==> src/rtl/oc8051_tcn_pkg.sv <==
// oc8051_tcn_pkg
// Shared definitions for the multi-channel timer/counter:
//   - register offsets inside the prescaler block and each channel block
//   - MODE encodings
//   - CTRL / STATUS bit positions
//   - reset values
//   - set_byte(): replaces one byte of a 16-bit register image
package oc8051_tcn_pkg;

  // Offsets inside a channel's 8-byte block
  localparam logic [2:0] OFF_CTRL   = 3'd0;
  localparam logic [2:0] OFF_STATUS = 3'd1;
  localparam logic [2:0] OFF_CNT_L  = 3'd2;
  localparam logic [2:0] OFF_CNT_H  = 3'd3;
  localparam logic [2:0] OFF_RLD_L  = 3'd4;
  localparam logic [2:0] OFF_RLD_H  = 3'd5;
  localparam logic [2:0] OFF_CAP_L  = 3'd6;
  localparam logic [2:0] OFF_CAP_H  = 3'd7;

  // PRESC is the only register in the block at ADDR_BASE
  localparam logic [2:0] OFF_PRESC  = 3'd0;

  typedef enum logic [1:0] {
    MODE_FREE    = 2'b00,
    MODE_RELOAD  = 2'b01,
    MODE_ONESHOT = 2'b10,
    MODE_CAPTURE = 2'b11
  } tcn_mode_e;

  localparam int CTRL_RUN     = 0;
  localparam int CTRL_GATE    = 1;
  localparam int CTRL_EXT     = 2;
  localparam int CTRL_MODE_LO = 3;
  localparam int CTRL_MODE_HI = 4;
  localparam int CTRL_IE      = 5;

  localparam int STATUS_OVF  = 0;
  localparam int STATUS_CAPF = 1;

  localparam logic [7:0] PRESC_RST = 8'h00;

  // Byte-lane write into a 16-bit register image
  function automatic logic [15:0] set_byte(input logic [15:0] cur,
                                           input logic        hi,
                                           input logic [7:0]  b);
    set_byte = cur;
    if (hi) set_byte[15:8] = b;
    else    set_byte[7:0]  = b;
  endfunction

endpackage

==> src/rtl/oc8051_tcn_chan.sv <==
// oc8051_tcn_chan
// One timer/counter channel: input synchronisers, falling-edge detect,
// WIDTH-bit up-counter with free-run / reload / one-shot / capture modes,
// OVF/CAPF flags with write-1-to-clear, and the channel's SFR registers.
// Ports:
//   clk, rst            clock, async active-high reset
//   tick                shared prescaler pulse
//   wr_en, wr_off       byte write to this channel's block, offset 0..7
//   data_in             write data
//   gate_n, ev_in,      per-channel pins (ev_in/cap_in asynchronous)
//   cap_in
//   ctrl_rd, status_rd  read images of CTRL/STATUS
//   cnt_rd, rld_rd,     16-bit zero-extended register images
//   cap_rd
//   flag, irq_req       OVF|CAPF, and flag qualified by IE
module oc8051_tcn_chan
  import oc8051_tcn_pkg::*;
#(
  parameter int WIDTH = 16
) (
  input  logic        clk,
  input  logic        rst,
  input  logic        tick,
  input  logic        wr_en,
  input  logic [2:0]  wr_off,
  input  logic [7:0]  data_in,
  input  logic        gate_n,
  input  logic        ev_in,
  input  logic        cap_in,
  output logic [7:0]  ctrl_rd,
  output logic [7:0]  status_rd,
  output logic [15:0] cnt_rd,
  output logic [15:0] rld_rd,
  output logic [15:0] cap_rd,
  output logic        flag,
  output logic        irq_req
);

  logic             run, gate, ext, ie;
  tcn_mode_e        mode;
  logic             ovf, capf;
  logic [WIDTH-1:0] cnt, rld, cap, cnt_next;
  logic [2:0]       ev_sync, cap_sync;
  logic             ev_fall, cap_fall;
  logic             inc, tc, cap_evt;
  logic             wr_ctrl, wr_status, wr_cnt, wr_rld;
  logic [15:0]      cnt_wr_val, rld_wr_val;

  // Two flops resynchronise the pin, the third holds the previous
  // synchronised level so a falling edge is a single-cycle pulse.
  always_ff @(posedge clk or posedge rst) begin
    if (rst) begin
      ev_sync  <= 3'b000;
      cap_sync <= 3'b000;
    end else begin
      ev_sync  <= {ev_sync[1:0], ev_in};
      cap_sync <= {cap_sync[1:0], cap_in};
    end
  end

  assign ev_fall  = ev_sync[2] & ~ev_sync[1];
  assign cap_fall = cap_sync[2] & ~cap_sync[1];

  assign inc     = run & (~gate | ~gate_n) & (ext ? ev_fall : tick);
  assign tc      = inc & (cnt == {WIDTH{1'b1}});
  assign cap_evt = (mode == MODE_CAPTURE) & cap_fall;

  assign wr_ctrl   = wr_en & (wr_off == OFF_CTRL);
  assign wr_status = wr_en & (wr_off == OFF_STATUS);
  assign wr_cnt    = wr_en & ((wr_off == OFF_CNT_L) | (wr_off == OFF_CNT_H));
  assign wr_rld    = wr_en & ((wr_off == OFF_RLD_L) | (wr_off == OFF_RLD_H));

  // Zero-extended images; bits above WIDTH-1 read as 0 and writes to
  // them are dropped when the merged value is truncated back to WIDTH.
  always_comb begin
    cnt_rd = 16'h0000;
    rld_rd = 16'h0000;
    cap_rd = 16'h0000;
    cnt_rd[WIDTH-1:0] = cnt;
    rld_rd[WIDTH-1:0] = rld;
    cap_rd[WIDTH-1:0] = cap;
  end

  assign cnt_wr_val = set_byte(cnt_rd, wr_off == OFF_CNT_H, data_in);
  assign rld_wr_val = set_byte(rld_rd, wr_off == OFF_RLD_H, data_in);

  // A CPU write replaces one byte of the pre-increment count, so the
  // other byte does not move in that cycle.
  always_comb begin
    cnt_next = cnt;
    if (wr_cnt) begin
      cnt_next = cnt_wr_val[WIDTH-1:0];
    end else if (tc) begin
      if ((mode == MODE_RELOAD) || (mode == MODE_ONESHOT)) cnt_next = rld;
      else                                                 cnt_next = '0;
    end else if (inc) begin
      cnt_next = cnt + WIDTH'(1);
    end
  end

  always_ff @(posedge clk or posedge rst) begin
    if (rst) begin
      cnt <= '0;
      rld <= '0;
      cap <= '0;
    end else begin
      cnt <= cnt_next;
      if (wr_rld)  rld <= rld_wr_val[WIDTH-1:0];
      if (cap_evt) cap <= cnt;
    end
  end

  // A one-shot drops RUN at terminal count unless the CPU rewrites CTRL
  // in that same cycle.
  always_ff @(posedge clk or posedge rst) begin
    if (rst) begin
      run  <= 1'b0;
      gate <= 1'b0;
      ext  <= 1'b0;
      ie   <= 1'b0;
      mode <= MODE_FREE;
    end else if (wr_ctrl) begin
      run  <= data_in[CTRL_RUN];
      gate <= data_in[CTRL_GATE];
      ext  <= data_in[CTRL_EXT];
      ie   <= data_in[CTRL_IE];
      mode <= tcn_mode_e'(data_in[CTRL_MODE_HI:CTRL_MODE_LO]);
    end else if (tc && (mode == MODE_ONESHOT)) begin
      run  <= 1'b0;
    end
  end

  // Setting wins over a same-cycle write-1-to-clear. Terminal count
  // still raises OVF even when a CNT write overrides the counter value.
  always_ff @(posedge clk or posedge rst) begin
    if (rst) begin
      ovf  <= 1'b0;
      capf <= 1'b0;
    end else begin
      ovf  <= tc      | (ovf  & ~(wr_status & data_in[STATUS_OVF]));
      capf <= cap_evt | (capf & ~(wr_status & data_in[STATUS_CAPF]));
    end
  end

  assign ctrl_rd   = {2'b00, ie, mode, ext, gate, run};
  assign status_rd = {6'b000000, capf, ovf};
  assign flag      = ovf | capf;
  assign irq_req   = flag & ie;

endmodule

==> src/rtl/oc8051_tcn.sv <==
// oc8051_tcn
// Multi-channel timer/counter on the oc8051 SFR bus. Holds the shared
// 8-bit prescaler, SFR address decode, registered read mux with write
// bypass, and the interrupt OR; per-channel logic lives in oc8051_tcn_chan.
// Ports:
//   clk, rst          clock, async active-high reset
//   wr, wr_bit        byte write when wr & !wr_bit
//   wr_addr, data_in  write address / data
//   rd_addr, data_out read address / registered read data
//   gate_n, ev_in,    per-channel pins
//   cap_in
//   flag              per-channel OVF|CAPF
//   irq               OR of (flag & IE) over channels
module oc8051_tcn
  import oc8051_tcn_pkg::*;
#(
  parameter int         CHANNELS  = 2,
  parameter int         WIDTH     = 16,
  parameter logic [7:0] ADDR_BASE = 8'hC0
) (
  input  logic                clk,
  input  logic                rst,
  input  logic                wr,
  input  logic                wr_bit,
  input  logic [7:0]          wr_addr,
  input  logic [7:0]          rd_addr,
  input  logic [7:0]          data_in,
  output logic [7:0]          data_out,
  input  logic [CHANNELS-1:0] gate_n,
  input  logic [CHANNELS-1:0] ev_in,
  input  logic [CHANNELS-1:0] cap_in,
  output logic [CHANNELS-1:0] flag,
  output logic                irq
);

  logic                byte_wr;
  logic [7:0]          presc, presc_cnt;
  logic                tick;
  logic                presc_wr_hit, presc_rd_hit;
  logic [CHANNELS-1:0] wr_hit, rd_hit, irq_vec;
  logic [7:0]          ch_ctrl   [CHANNELS];
  logic [7:0]          ch_status [CHANNELS];
  logic [15:0]         ch_cnt    [CHANNELS];
  logic [15:0]         ch_rld    [CHANNELS];
  logic [15:0]         ch_cap    [CHANNELS];
  logic [7:0]          rd_mux;
  logic                rd_mapped;

  assign byte_wr = wr & ~wr_bit;

  assign presc_wr_hit = (wr_addr[7:3] == ADDR_BASE[7:3]) && (wr_addr[2:0] == OFF_PRESC);
  assign presc_rd_hit = (rd_addr[7:3] == ADDR_BASE[7:3]) && (rd_addr[2:0] == OFF_PRESC);

  // Comparing with >= lets the counter recover at once when PRESC is
  // lowered below the current count.
  assign tick = (presc_cnt >= presc);

  always_ff @(posedge clk or posedge rst) begin
    if (rst) begin
      presc     <= PRESC_RST;
      presc_cnt <= 8'h00;
    end else begin
      presc_cnt <= tick ? 8'h00 : presc_cnt + 8'h01;
      if (byte_wr && presc_wr_hit) presc <= data_in;
    end
  end

  // Channel blocks are decoded with a 9-bit compare so an address range
  // running past 8'hFF never aliases onto low addresses.
  genvar g;
  generate
    for (g = 0; g < CHANNELS; g++) begin : g_chan
      localparam logic [8:0] CH_BASE = {1'b0, ADDR_BASE} + 9'(8 * (g + 1));

      assign wr_hit[g] = ({1'b0, wr_addr[7:3], 3'b000} == CH_BASE);
      assign rd_hit[g] = ({1'b0, rd_addr[7:3], 3'b000} == CH_BASE);

      oc8051_tcn_chan #(
        .WIDTH(WIDTH)
      ) u_chan (
        .clk       (clk),
        .rst       (rst),
        .tick      (tick),
        .wr_en     (byte_wr & wr_hit[g]),
        .wr_off    (wr_addr[2:0]),
        .data_in   (data_in),
        .gate_n    (gate_n[g]),
        .ev_in     (ev_in[g]),
        .cap_in    (cap_in[g]),
        .ctrl_rd   (ch_ctrl[g]),
        .status_rd (ch_status[g]),
        .cnt_rd    (ch_cnt[g]),
        .rld_rd    (ch_rld[g]),
        .cap_rd    (ch_cap[g]),
        .flag      (flag[g]),
        .irq_req   (irq_vec[g])
      );
    end
  endgenerate

  assign irq = |irq_vec;

  always_comb begin
    rd_mux    = 8'h00;
    rd_mapped = 1'b0;
    if (presc_rd_hit) begin
      rd_mux    = presc;
      rd_mapped = 1'b1;
    end
    for (int i = 0; i < CHANNELS; i++) begin
      if (rd_hit[i]) begin
        rd_mapped = 1'b1;
        case (rd_addr[2:0])
          OFF_CTRL:   rd_mux = ch_ctrl[i];
          OFF_STATUS: rd_mux = ch_status[i];
          OFF_CNT_L:  rd_mux = ch_cnt[i][7:0];
          OFF_CNT_H:  rd_mux = ch_cnt[i][15:8];
          OFF_RLD_L:  rd_mux = ch_rld[i][7:0];
          OFF_RLD_H:  rd_mux = ch_rld[i][15:8];
          OFF_CAP_L:  rd_mux = ch_cap[i][7:0];
          OFF_CAP_H:  rd_mux = ch_cap[i][15:8];
          default:    rd_mux = 8'h00;
        endcase
      end
    end
  end

  // Reading the address being written returns the new byte straight away
  // rather than the stale register contents.
  always_ff @(posedge clk or posedge rst) begin
    if (rst) begin
      data_out <= 8'h00;
    end else if (byte_wr && (wr_addr == rd_addr) && rd_mapped) begin
      data_out <= data_in;
    end else begin
      data_out <= rd_mux;
    end
  end

endmodule

==> config.mk <==
export PLATFORM = sky130hd
export DESIGN_NAME = oc8051_tcn
export DESIGN_NICKNAME = d
export VERILOG_FILES = /design/src/rtl/oc8051_tcn_pkg.sv /design/src/rtl/oc8051_tcn_chan.sv /design/src/rtl/oc8051_tcn.sv
export SDC_FILE = /design/constraint.sdc
export NUM_CORES = 1
export LEC_CHECK = 0
export BUFFER_PORTS_ARGS = -buffer_cell sky130_fd_sc_hd__buf_4
export CAP_MARGIN = 10
export CORE_ASPECT_RATIO = 0.6
export CORE_MARGIN = 8
export CORE_UTILIZATION = 45
export CTS_BUF_LIST = sky130_fd_sc_hd__clkbuf_16
export DETAILED_ROUTE_END_ITERATION = 8
export SLEW_MARGIN = 10
export SYNTH_ARGS = -nofsm -noshare
export SYNTH_HDL_FRONTEND = slang
export SYNTH_SLANG_ARGS = --single-unit
==> constraint.sdc <==
create_clock -name clk -period 6.72 [get_ports clk]
set_input_delay 0.672 -clock clk [delete_from_list [all_inputs] [get_ports clk]]
set_output_delay 0.672 -clock clk [all_outputs]
set_load 0.005 [all_outputs]
# Yosys cells after proc, flatten, opt, wreduce, memory -nomap -nowiden
# Index checks and enable logic that the tools add are counted.
[classes] add_sub_neg=3 magnitude_cmp=1 eq_ne=31 muxes=26 n_bitwise=57 reduce_logical=24
[ops] cell="$mux 16" count=8
[ops] cell="$pmux 8 s8" count=2
[ops] cell="$mux 8" count=7
[ops] cell="$and 1x1->1" count=33
[ops] cell="$add 16x1->16 const B" count=2
[ops] cell="$eq 16x16->1 const B" count=2
[ops] cell="$eq 5x5->1 const B" count=6
[ops] cell="$eq 3x3->1 const B" count=6
[ops] cell="$reduce_and 2->1" count=8
[ops] cell="$not 1->1" count=14
[ops] cell="$eq 3x2->1 const B" count=4
[ops] cell="$or 1x1->1" count=10
[ops] cell="$mux 1" count=9
[ops] cell="$add 8x1->8 const B" count=1
[ops] cell="$eq 2x2->1 const B" count=4
[ops] cell="$eq 8x8->1" count=1
[ops] cell="$ge 8x8->1" count=1
[ops] cell="$ne 2x2->1 const B" count=4
[ops] cell="$logic_and 1x1->1" count=7
[ops] cell="$eq 3x1->1 const B" count=2
[ops] cell="$logic_not 3->1" count=2
[ops] cell="$reduce_bool 3->1" count=2
[ops] cell="$eq 2x1->1 const B" count=2
[ops] cell="$reduce_bool 2->1" count=2
[ops] cell="2 further kinds" count=3
[word_totals] reg_bits=148 input_bits=34 output_inout_bits=11 word_cells=173

# Longest topological paths before layout
# Gate-level depths: netlist of run 1.
[depth] depth_word=8 ltp_mapped=10

# Modules after synthesis
# A second synthesis of run 1 with hierarchy kept.
[unflattened] hier_cells=836 area_unflattened_um2=8906.0
[modules_own_cells] module="oc8051_tcn_chan" instances=2 cells_each=274 area_per_inst_um2=3163.0 seq_area_each_um2=1551.5
[modules_own_cells] module="oc8051_tcn" instances=1 cells_each=288 area_per_inst_um2=2580.0 seq_area_each_um2=600.6

# Worst setup path after synthesis of run 1
# Ideal clock, no wire load.
[synth_timing] kind="input port to flip-flop" from="input wr_addr[6]" to="register g_chan[0].u_chan.cnt[3]" setup_time_ns=0.126 t_arrival_ns=2.262 slack_ns=4.332 stages=9 n_path_buf=3 cell_sequence="and2_4 > buf_6 > and2_4 > and3_4 > buf_6 > a211o_4 > and2_4 > buf_6 > a221o_1"
[synth_between] elab_chain_cells=5 word_cells_on_any_way=7 cone_classes="2 x eq/ne; 1 x mux; 2 x bitwise; 2 x reduce/logical"
[synth_lines] element="from (decl)" line_no="oc8051_tcn.sv:25" source="input logic [7:0] wr_addr,"
[synth_lines] element="$eq 5x5->1 *" line_no="oc8051_tcn.sv:75" source="assign wr_hit[g] = ({1'b0, wr_addr[7:3], 3'b000} == CH_BASE);"
[synth_lines] element="$and 1x1->1 *" line_no="oc8051_tcn.sv:84" source=".wr_en (byte_wr & wr_hit[g]),"
[synth_lines] element="$and 1x1->1 *" line_no="oc8051_tcn_chan.sv:70" source="assign wr_cnt = wr_en & ((wr_off == OFF_CNT_L) | (wr_off == OFF_CNT_H));"
[synth_lines] element="$ne 2x2->1 (no line) / $reduce_bool 3->1 (equally long branches)"
[synth_lines] element="$reduce_and 2->1 (no line)"
[synth_lines] element="to (signal assigned)" line_no="oc8051_tcn_chan.sv:107" source="cnt <= cnt_next;"
[synth_lines] element="to (decl)" line_no="oc8051_tcn_chan.sv:42" source="logic [WIDTH-1:0] cnt, rld, cap, cnt_next;"
# Every way passes the cells marked *; elsewhere a longest branch is shown, timed or not.
# A chain may end at the register's enable or synchronous reset.

# Worst setup path in the final report of run 1
[layout_timing] from="register presc[2]" to="register g_chan[1].u_chan.cnt[3]"
[layout_between] elab_chain_cells=6 word_cells_on_any_way=8 cone_classes="1 x order compare; 3 x mux; 2 x bitwise; 2 x reduce/logical"
[layout_lines] element="from (decl)" line_no="oc8051_tcn.sv:37" source="logic [7:0] presc, presc_cnt;"
[layout_lines] element="from (signal assigned)" line_no="oc8051_tcn.sv:64" source="if (byte_wr && presc_wr_hit) presc <= data_in;"
[layout_lines] element="$ge 8x8->1 *" line_no="oc8051_tcn.sv:56" source="assign tick = (presc_cnt >= presc);"
[layout_lines] element="$mux 1 *" line_no="oc8051_tcn_chan.sv:64" source="assign inc = run & (~gate | ~gate_n) & (ext ? ev_fall : tick);"
[layout_lines] element="$and 1x1->1 *" line_no="oc8051_tcn_chan.sv:64"
[layout_lines] element="$and 1x1->1" line_no="oc8051_tcn_chan.sv:65" source="assign tc = inc & (cnt == {WIDTH{1'b1}});"
[layout_lines] element="$reduce_bool 3->1 (no line) / $mux 16 (equally long branches)"
[layout_lines] element="$reduce_and 2->1 (no line) / $mux 16 (equally long branches)"
[layout_lines] element="to (signal assigned)" line_no="oc8051_tcn_chan.sv:107"
[layout_lines] element="to (decl)" line_no="oc8051_tcn_chan.sv:42"
# Marked as above.

==> impl_metrics.yaml, run 1 <==
clock_network:
  cts_max_level: 4
  clock_path_buffers: 2
  cts-root-buf: "sky130_fd_sc_hd__clkbuf_16"
  cts_buffers: 17
  post_cts_resized: 0
  clk_pin_slew_ns: 0.06
  postCtsSetupRepairBufs: 0
  ctsHoldBuffers: 0
  cts_tree: "done"
  cts_num_sinks: 148
  worst_skew_pair.late_latency_ns: 0.44
layout:
  num-fill-cells: 1649
  finish.net_count: 876
  multi_input_area_um2: 4240
  n_antenna_cell: 0
  areaGrowthSynthToFinish_pct: 12.6
  layout-drive-gt1-share: 0.205
  register_area_um2: 3700
synth:
  synth_seq_cells: 148
  synth_top_cells_by_count: "148 x sky130_fd_sc_hd__dfrtp_1, 71 x sky130_fd_sc_hd__nand2_1, 62 x sky130_fd_sc_hd__nor2_1, 60 x sky130_fd_sc_hd__mux2_2, 42 x sky130_fd_sc_hd__o21ai_0"
  synth_top_area_share: 0.446
  mappedNetlistNets: 863
  post_synth_main_area_contributors: "sky130_fd_sc_hd__dfrtp_1 45%, sky130_fd_sc_hd__mux2_2 8.1%, sky130_fd_sc_hd__nand2_1 3.2%"
  ys_types: 70
  synth_enable_flop_cells: 0
  top_cell_type_by_total_area_after_synthesis: "sky130_fd_sc_hd__dfrtp_1"
  asyncSetResetFlopFracSynth: 1.00
  library_cell_with_the_highest_instance_count_after_synthesis: "sky130_fd_sc_hd__dfrtp_1"
  mappedNetlistArea_um2: 8310
  synthesized_instance_count: 814
  ys.flop_type: "sky130_fd_sc_hd__dfrtp_1"
  synth_seq_area_share: 0.446
  syn-mean-instance-area_um2: 10.2
  yosys_warnings: 0
pwr:
  powerDensity_nw_per_um2: 280
  ir_drop_mv: 0.192
  leakagePower_nw: 4.19
min_path:
  hp-class: "input pin to async pin"
sta:
  report.final.hold_viol_count: 0
  achievable_frequency_mhz: 330
  timing_worst_slew_pin_value_ns: 1.13
  worst_clock_skew_ns: 0.0138
  slew_violations: 0
  worst_hold_slack_ns: 0.336
  grt_setup_unrepaired: "false"
  slew_headroom: 0.247
  final.min_clock_period_ns: 3.03
  final.period_utilization: 0.451
  tns_ns: 0
  final-setup-viol-count: 0
critical_path:
  critical_path.cell_chain: "inv_1, ha_1, o211a_1, a211oi_1, o311a_2, or3_1, nand2_1, o221a_2"
  path_class: "register to register"
  setup.worst_path.end_class: "register"
  cp_slowest_stage_delay_ns: 0.62
  timing.critical_path.fanout_max: 19
  cp_data_required_time_ns: 7.04
  worst-endpoint-arrival_ns: 3.35
  critical-path-slowest-cell: "sky130_fd_sc_hd__or3_1"
  critPathLaunchType: "register"
route:
  antenna_violating_nets_post_route: 0
  vias: 6875
  drtIter0Drc: 705
  detail_route.drc_violations: 0
  drt-wirelength-per-cell_um: 25.7
  route.final.wire_length_um: 27700
  drt_pass1_iterations: 7
  post_drt_via_cell_ratio: 6.37
die:
  num_io_pins: 45
  die_width_um: 191
  num_rows: 38
  floorplan.die_area_um2: 23200
  die_height_um: 121
  core_region_area_um2: 18100
  initial_core_util: 0.460
placed_design:
  detailed_place_hpwl_um: 20000
  gp_routability_congestion: 0.923
  io_buffers: 44
global_route:
  grt.overflow.total: 0
  number_of_global_route_vias_before_repair: 6775
  grt_max_degree: 79
  grt_pass1_wl_um: 42600
  grt_usage: 0.247
  number_of_antenna_violations_at_the_first_check_in_global_routing: 0
outcome:
  outcome: "completed"
job:
  max_cap_violations: 0
==> kinds of logic (layout without fill, tap and decap cells) <==
| kind of cell | after synthesis | count (layout) | share of synthesized area |
|---|---|---|---|
| buffers and inverters | 84 | 110 | 0.0449 |
| multiplexers | 83 | 83 | 0.123 |
| AO/OA/AOI/OAI | 197 | 197 | 0.171 |
| AND/OR/NAND/NOR | 253 | 253 | 0.158 |
| adder cells (fa/ha/maj) | 15 | 15 | 0.0226 |
| flip-flops | 148 | 148 | 0.446 |
| XOR/XNOR | 34 | 34 | 0.0358 |
==> critical path, delay by kind of cell (launching register included) <==
kind	cells	cell delay, ns
buf+inv	1	0.06
compound gates	4	1.27
fa+ha+maj	1	0.29
flops	1	0.39
simple gates	2	0.90
==> flip-flops by register name, indices dropped and copies added, names as in the netlist <==
register / count
g_chan.u_chan.run: 2
g_chan.u_chan.ie: 2
g_chan.u_chan.ev_sync: 6
g_chan.u_chan.gate: 2
g_chan.u_chan.cap_sync: 6
g_chan.u_chan.mode: 4
g_chan.u_chan.cnt_rd: 32
g_chan.u_chan.ext: 2
data_out: 8
g_chan.u_chan.rld_rd: 32
g_chan.u_chan.capf: 2
presc_cnt: 8
presc: 8
g_chan.u_chan.cap_rd: 32
g_chan.u_chan.ovf: 2
==> layout by cell type (no fill, tap or decap), drive strengths merged, types with 15 or more instances in the layout <==
cell	count
a211oi	25
a21oi	27
and3	16
buf	45
clkbuf	17
dfrtp	148
ha	15
inv	36
mux2	60
nand2	71
nand3	35
nor2	62
o21ai	43
xnor2	20
==> power breakdown <==
group / total (mW) / internal, mW / switching, mW
clock network: 1.07 / 0.662 / 0.407
logic: 0.431 / 0.185 / 0.246
registers: 1.12 / 0.968 / 0.152
total: 2.62 / 1.81 / 0.805
==> area by class of cell <==
cell class | instances | share of cell area
Clock buffer | 17 | 0.0454
Timing Repair Buffer | 45 | 0.0361
Clock inverter | 15 | 0.0241
Tap cell | 240 | 0.0321
Inverter | 33 | 0.0138
Multi-Input combinational cell | 582 | 0.453
Sequential cell | 148 | 0.396
==> path summary, 6_finish.rpt <==
check,slack [ns],endpoint,startpoint,depth (start not counted)
worst max register to register,3.69,g_chan[1].u_chan.cnt_rd[3],presc[2],8
worst min-delay path,0.34,g_chan[1].u_chan.cap_rd[10],rst,2
min in group clk,0.34,g_chan[0].u_chan.cap_sync[0],cap_in[0],1
max in group asynchronous,4.98,g_chan[0].u_chan.cnt_rd[11],rst,3
worst max-delay path,3.69,g_chan[1].u_chan.cnt_rd[3],presc[2],8
worst min register to register,0.35,g_chan[0].u_chan.cap_sync[1],g_chan[0].u_chan.cap_sync[0],0
==> routing by layer <==
metal,wire [um],vias to the layer above,global-route usage
met5,0,-,0
li1,-,3019,-
met1,12800,3481,0.355
met2,10800,338,0.316
met3,3570,37,0.119
met4,514,0,0.0785
==> through the flow <==
step                      cells  setup WS, ns  area (um^2)   util  total power, mW
final                      1080          3.69         9360  0.518             2.62
after global routing       1080          3.53         9360  0.518             2.72
after CTS                  1080          3.78         9360  0.518             2.61
after detailed placement   1048          3.68         8710  0.482             1.55
after global placement     1048          3.42         8700  0.482             1.54
after floorplan             814          2.07         8310      -             1.39
Power figures use the tool's default switching activity.
==> run 2: changes to the inputs <==
clock period = 2.6 ns   (was 6.72 ns; I/O delays follow)
==> run 2 against run 1 <==
Via count is 3.4% higher. Critical path type unchanged. Sequential cell count stayed put. Die area stayed put. Total power grew to 2.6 times the previous value. Worst hold slack worse by 0.32 ns. Register-to-register slack worse by 3.6 ns. Clock skew is 0.0022 ns lower.
==> impl_metrics.yaml, run 2 (same netlist as run 1, synthesis figures left out) <==
clock_network:
  worst_skew_pair.late_latency_ns: 0.43
  cts_tree: "done"
  cts_num_sinks: 148
  cts_max_level: 4
  cts_buffers: 17
  clk_pin_slew_ns: 0.06
  clock_path_buffers: 2
  cts-root-buf: "sky130_fd_sc_hd__clkbuf_16"
layout:
  fin_util: 0.547
  layout-drive-gt1-share: 0.263
  fin_area_um2: 9880
  areaGrowthSynthToFinish_pct: 18.9
  num-fill-cells: 1602
  layout.cells.most_common_list: "147 x sky130_fd_sc_hd__dfrtp_1, 99 x sky130_fd_sc_hd__buf_4, 71 x sky130_fd_sc_hd__nand2_1, 61 x sky130_fd_sc_hd__nor2_1, 60 x sky130_fd_sc_hd__mux2_2"
  mostFrequentLayoutCell: "sky130_fd_sc_hd__dfrtp_1"
  finish.net_count: 939
  n_antenna_cell: 0
global_route:
  grt.overflow.total: 0
  grt_usage: 0.244
  number_of_antenna_violations_at_the_first_check_in_global_routing: 0
  number_of_global_route_vias_before_repair: 6926
  grt_pass1_wl_um: 42200
  grt_max_degree: 59
sta:
  final-setup-viol-count: 0
  worst_hold_slack_ns: 0.0111
  achievable_frequency_mhz: 397
  grt_setup_unrepaired: "false"
  slew_violations: 0
  final.min_clock_period_ns: 2.52
  timing_worst_slew_pin_value_ns: 1.12
  worst_clock_skew_ns: 0.0116
  final.period_utilization: 0.969
  report.final.hold_viol_count: 0
  slew_headroom: 0.234
  tns_ns: 0
pwr:
  powerDensity_nw_per_um2: 684
  ir_drop_mv: 0.519
  final_total_power_mw: 6.76
  leakagePower_nw: 4.48
route:
  highest_routing_layer_actually_used: "met4"
  drt_pass1_iterations: 5
  detail_route.drc_violations: 0
  post_drt_via_cell_ratio: 6.22
  dr_wl_met2_um: 10600
  drtIter0Drc: 723
  antenna_violating_nets_post_route: 0
  route.final.wire_length_um: 27600
  drt-wirelength-per-cell_um: 24.2
  met1_length_um: 13200
  detailroute.wirelength.met3_um: 3200
  vias: 7107
critical_path:
  path_class: "register to register"
  setup.worst_path.end_class: "register"
  cp_data_required_time_ns: 2.90
  worst_r2r_path_depth: 7
  timing.critical_path.fanout_max: 7
  worst-endpoint-arrival_ns: 2.82
  critPathLaunchType: "register"
placed_design:
  post_dp_area_um2: 9180
  detailed_place_hpwl_um: 20500
  io_buffers: 44
  gp_routability_congestion: 0.970
die:
  initial_core_util: 0.460
  core_region_area_um2: 18100
  die_width_um: 191
  die_height_um: 121
  num_rows: 38
  floorplan.die_area_um2: 23200
  num_io_pins: 45
job:
  max_cap_violations: 0
min_path:
  hp-class: "input pin to async pin"
outcome:
  outcome: "completed"
## run 2: cell types whose count changed in the layout (fill, tap and decap cells not counted), sizes merged
cell	before	now
buf	45	104
bufinv	5	3
clkinvlp	1	6
dlygate4sd3	0	4
inv	36	32
## run 2: worst max-delay path, cell delays in order (launching register included)
cell and delay (ns):
sky130_fd_sc_hd__dfrtp_1 0.42, sky130_fd_sc_hd__ha_1 0.30, sky130_fd_sc_hd__o211a_1 0.16, sky130_fd_sc_hd__a211oi_2 0.06, sky130_fd_sc_hd__or3_1 0.48, sky130_fd_sc_hd__a211o_4 0.42
sky130_fd_sc_hd__and2_4 0.19, sky130_fd_sc_hd__a221o_1 0.37
## run 2: worst paths after layout
path                                                   start                           end  slack [ns]
worst max register to register                  presc_cnt[3]    g_chan[0].u_chan.cnt_rd[3]        0.08
min in group clk                                  data_in[7]   g_chan[0].u_chan.cnt_rd[15]        0.18
worst min register to register  g_chan[0].u_chan.cap_sync[0]  g_chan[0].u_chan.cap_sync[1]        0.35
worst max-delay path                            presc_cnt[3]    g_chan[0].u_chan.cnt_rd[3]        0.08
max in group asynchronous                                rst                  presc_cnt[4]        1.81
worst min-delay path                                     rst  g_chan[1].u_chan.cap_sync[1]        0.01
## run 2: area by class of cell
class                   count  area, um^2  area share
clock inverters            14         164      0.0166
inverters                  33         128      0.0129
flip-flops and latches    148        3700       0.375
well taps                 240         300      0.0304
repair buffers            108         883      0.0894
multi-input cells         582        4270       0.433
clock buffers              17         425      0.0431
## run 2: where the power goes
part           total [mW]  switching, mW  internal, mW
Clock                2.50           1.01          1.49
Combinational        1.53          0.860         0.674
Sequential           2.72          0.214          2.50
## run 2: what timing repair did
item,CTS,global route
endpoints found under the hold margin,4,0
resized for setup,0,9
setup buffers,0,2
setup endpoints to repair,0,22
hold buffers,4,0
## run 2: routing by layer
layer / GRT usage / up-vias
met5: 0 / -
met4: 0.0805 / 0
met3: 0.0959 / 47
met2: 0.309 / 383
met1: 0.364 / 3525
li1: - / 3152
## run 2: per-stage QoR
step,worst slack [ns],cells
after CTS,0.0175,1140
after floorplan,0.214,814
after detailed placement,0.0315,1105
final,0.0810,1142
after global placement,0.108,1105
after global routing,0.00150,1142
==> run 3: changes to the inputs <==
ABC_AREA = 1   (was unset)
==> run 3 against run 2 <==
Synthesized area is 2.3% higher. Critical path depth grew 2. Clock power grew 12%. Via count up 14%. Sequential share of layout area is 0.30 points lower. Register-to-register slack improved by 0.16 ns. Worst setup slack better by 0.16 ns. Sequential power up 9.6%. Final cell count grew 27%.
==> impl_metrics.yaml, run 3 <==
critical_path:
  regToRegStartpoint: "g_chan[1].u_chan.cnt_rd[0]"
  worst-endpoint-arrival_ns: 2.70
  setup.worst_path.end_class: "register"
  timing.critical_path.fanout_max: 11
  start_point_of_the_critical_path: "g_chan[1].u_chan.cnt_rd[0]"
  cp_data_required_time_ns: 2.95
  path_class: "register to register"
  critPathLaunchType: "register"
  setup_slack_of_the_worst_register_to_register_path_ns: 0.24
  worst_r2r_path_depth: 9
sta:
  slew_headroom: 0.526
  final-setup-viol-count: 0
  slew_violations: 0
  achievable_frequency_mhz: 424
  report.final.hold_viol_count: 0
  worst_clock_skew_ns: 0.0137
  finalWorstSetupSlack_ns: 0.244
  final.period_utilization: 0.906
  timing_worst_slew_pin_value_ns: 0.710
  final.min_clock_period_ns: 2.36
  worst_hold_slack_ns: 0.0377
  tns_ns: 0
  grt_setup_unrepaired: "false"
layout:
  layout.cells.most_common_list: "268 x sky130_fd_sc_hd__nand2_1, 148 x sky130_fd_sc_hd__dfrtp_1, 112 x sky130_fd_sc_hd__inv_1, 103 x sky130_fd_sc_hd__nor2_1, 99 x sky130_fd_sc_hd__o21ai_0"
  layout-drive-gt1-share: 0.124
  areaGrowthSynthToFinish_pct: 17.1
  fin_util: 0.530
  finish.net_count: 1241
  fin_area_um2: 9950
  num-fill-cells: 1769
  n_antenna_cell: 0
  mostFrequentLayoutCell: "sky130_fd_sc_hd__nand2_1"
route:
  drt_pass1_iterations: 6
  route.final.wire_length_um: 28900
  detail_route.drc_violations: 0
  post_drt_via_cell_ratio: 5.58
  vias: 8099
  drt-wirelength-per-cell_um: 19.9
  antenna_violating_nets_post_route: 0
  drtIter0Drc: 980
global_route:
  grt.overflow.total: 0
  number_of_antenna_violations_at_the_first_check_in_global_routing: 0
  number_of_global_route_vias_before_repair: 7572
  grt_pass1_wl_um: 45600
  grt_usage: 0.251
  grt_max_degree: 69
synth:
  top_cell_type_by_total_area_after_synthesis: "sky130_fd_sc_hd__dfrtp_1"
  post_synth_main_area_contributors: "sky130_fd_sc_hd__dfrtp_1 44%, sky130_fd_sc_hd__nand2_1 12%, sky130_fd_sc_hd__o21ai_0 5.8%"
  yosys_warnings: 0
  synthesized_instance_count: 1132
  ys.flop_type: "sky130_fd_sc_hd__dfrtp_1"
  asyncSetResetFlopFracSynth: 1.00
  library_cell_with_the_highest_instance_count_after_synthesis: "sky130_fd_sc_hd__nand2_1"
  mappedNetlistNets: 1181
  synth_top_area_share: 0.436
  synth_enable_flop_cells: 0
  ys_types: 42
  synth_top_cells_by_count: "268 x sky130_fd_sc_hd__nand2_1, 148 x sky130_fd_sc_hd__dfrtp_1, 112 x sky130_fd_sc_hd__inv_1, 103 x sky130_fd_sc_hd__nor2_1, 99 x sky130_fd_sc_hd__o21ai_0"
  synth_seq_cells: 148
  synth_seq_area_share: 0.436
  syn-mean-instance-area_um2: 7.51
  mappedNetlistArea_um2: 8500
clock_network:
  cts_tree: "done"
  clock_path_buffers: 2
  cts_buffers: 17
  post_cts_resized: 0
  postCtsSetupRepairBufs: 0
  cts-root-buf: "sky130_fd_sc_hd__clkbuf_16"
  worst_skew_pair.late_latency_ns: 0.44
  ctsHoldBuffers: 5
  cts_max_level: 4
  clk_pin_slew_ns: 0.07
  cts_num_sinks: 148
min_path:
  hold_depth: 3
  hold_path_startpoint: "data_in[2]"
  hp-class: "input pin to register"
die:
  num_rows: 39
  num_io_pins: 45
  die_height_um: 122
  floorplan.die_area_um2: 23700
  die_width_um: 193
  core_region_area_um2: 18800
  initial_core_util: 0.453
pwr:
  power_report.internal_total_mw: 4.90
  power_frac_comb: 0.230
  powerDensity_nw_per_um2: 755
  sequentialPowerShare: 0.397
  p_sw_mw: 2.61
  ir_drop_mv: 0.513
  pwr-share-clk: 0.372
  leakagePower_nw: 4.78
  netSwitchingFraction: 0.348
placed_design:
  gp_routability_congestion: 0.971
  pre_cts_ws_ns: 0.276
  post_dp_area_um2: 9250
  io_buffers: 44
  detailed_place_hpwl_um: 21700
outcome:
  outcome: "completed"
job:
  max_cap_violations: 0
## run 3: layout make-up
type	instances	area (um^2)	area share
Clock buffer	17	425	0.0427
Clock inverter	15	228	0.0229
Inverter	121	458	0.0460
Multi-Input combinational cell	815	4140	0.416
Sequential cell	148	3700	0.372
Tap cell	246	308	0.0309
Timing Repair Buffer	89	693	0.0696
## run 3: stage by stage
| step | power (mW) | cells |
|---|---|---|
| after floorplan | 4.02 | 1132 |
| after CTS | 7.47 | 1451 |
| after detailed placement | 4.67 | 1414 |
| after global placement | 4.70 | 1414 |
| after global routing | 7.87 | 1451 |
| final | 7.51 | 1451 |
## run 3: power by group through the flow
stage	Clock [mW]	Sequential [mW]	Combinational, mW
4_1_cts	2.81	2.96	1.70
6_report	2.80	2.98	1.73
2_1_floorplan	0	2.85	1.17
3_5_place_dp	0	3.00	1.67
5_1_grt	2.92	3.01	1.94
3_3_place_gp	0	3.02	1.68
## run 3: final timing paths
kind                                          endpoint
setup / recovery           g_chan[1].u_chan.cnt_rd[15]
hold / removal                             data_out[2]
setup reg to reg           g_chan[1].u_chan.cnt_rd[15]
hold reg to reg            g_chan[0].u_chan.ev_sync[1]
max in group asynchronous   g_chan[1].u_chan.cnt_rd[1]
min in group asynchronous  g_chan[0].u_chan.rld_rd[13]
## run 3: worst max-delay path: stages (launching register included)
cell and delay (ns):
sky130_fd_sc_hd__dfrtp_1 0.49, sky130_fd_sc_hd__ha_1 0.28, sky130_fd_sc_hd__inv_1 0.10, sky130_fd_sc_hd__nor3_4 0.27, sky130_fd_sc_hd__nand4_2 0.18, sky130_fd_sc_hd__nor2_4 0.29, sky130_fd_sc_hd__nand3_2 0.30, sky130_fd_sc_hd__nand2_1 0.14
sky130_fd_sc_hd__nand3_1 0.07, sky130_fd_sc_hd__a21oi_1 0.15
## run 3: metal layers
metal | vias to the layer above | wire length [um] | track usage
met3 | 20 | 3720 | 0.122
li1 | 3880 | - | -
met2 | 386 | 10500 | 0.317
met1 | 3813 | 14400 | 0.372
met4 | 0 | 276 | 0.0531
met5 | - | 0 | 0
## run 3: logic make-up after synthesis
logic type,Yosys count,synth area share
adders and majority gates,15,0.0221
and+or+nand+nor,537,0.282
xor gates and xnor gates,30,0.0309
muxes,5,0.00662
buffers and inverters,169,0.0778
AOI/OAI and AO/OA,228,0.145
DFF,148,0.436
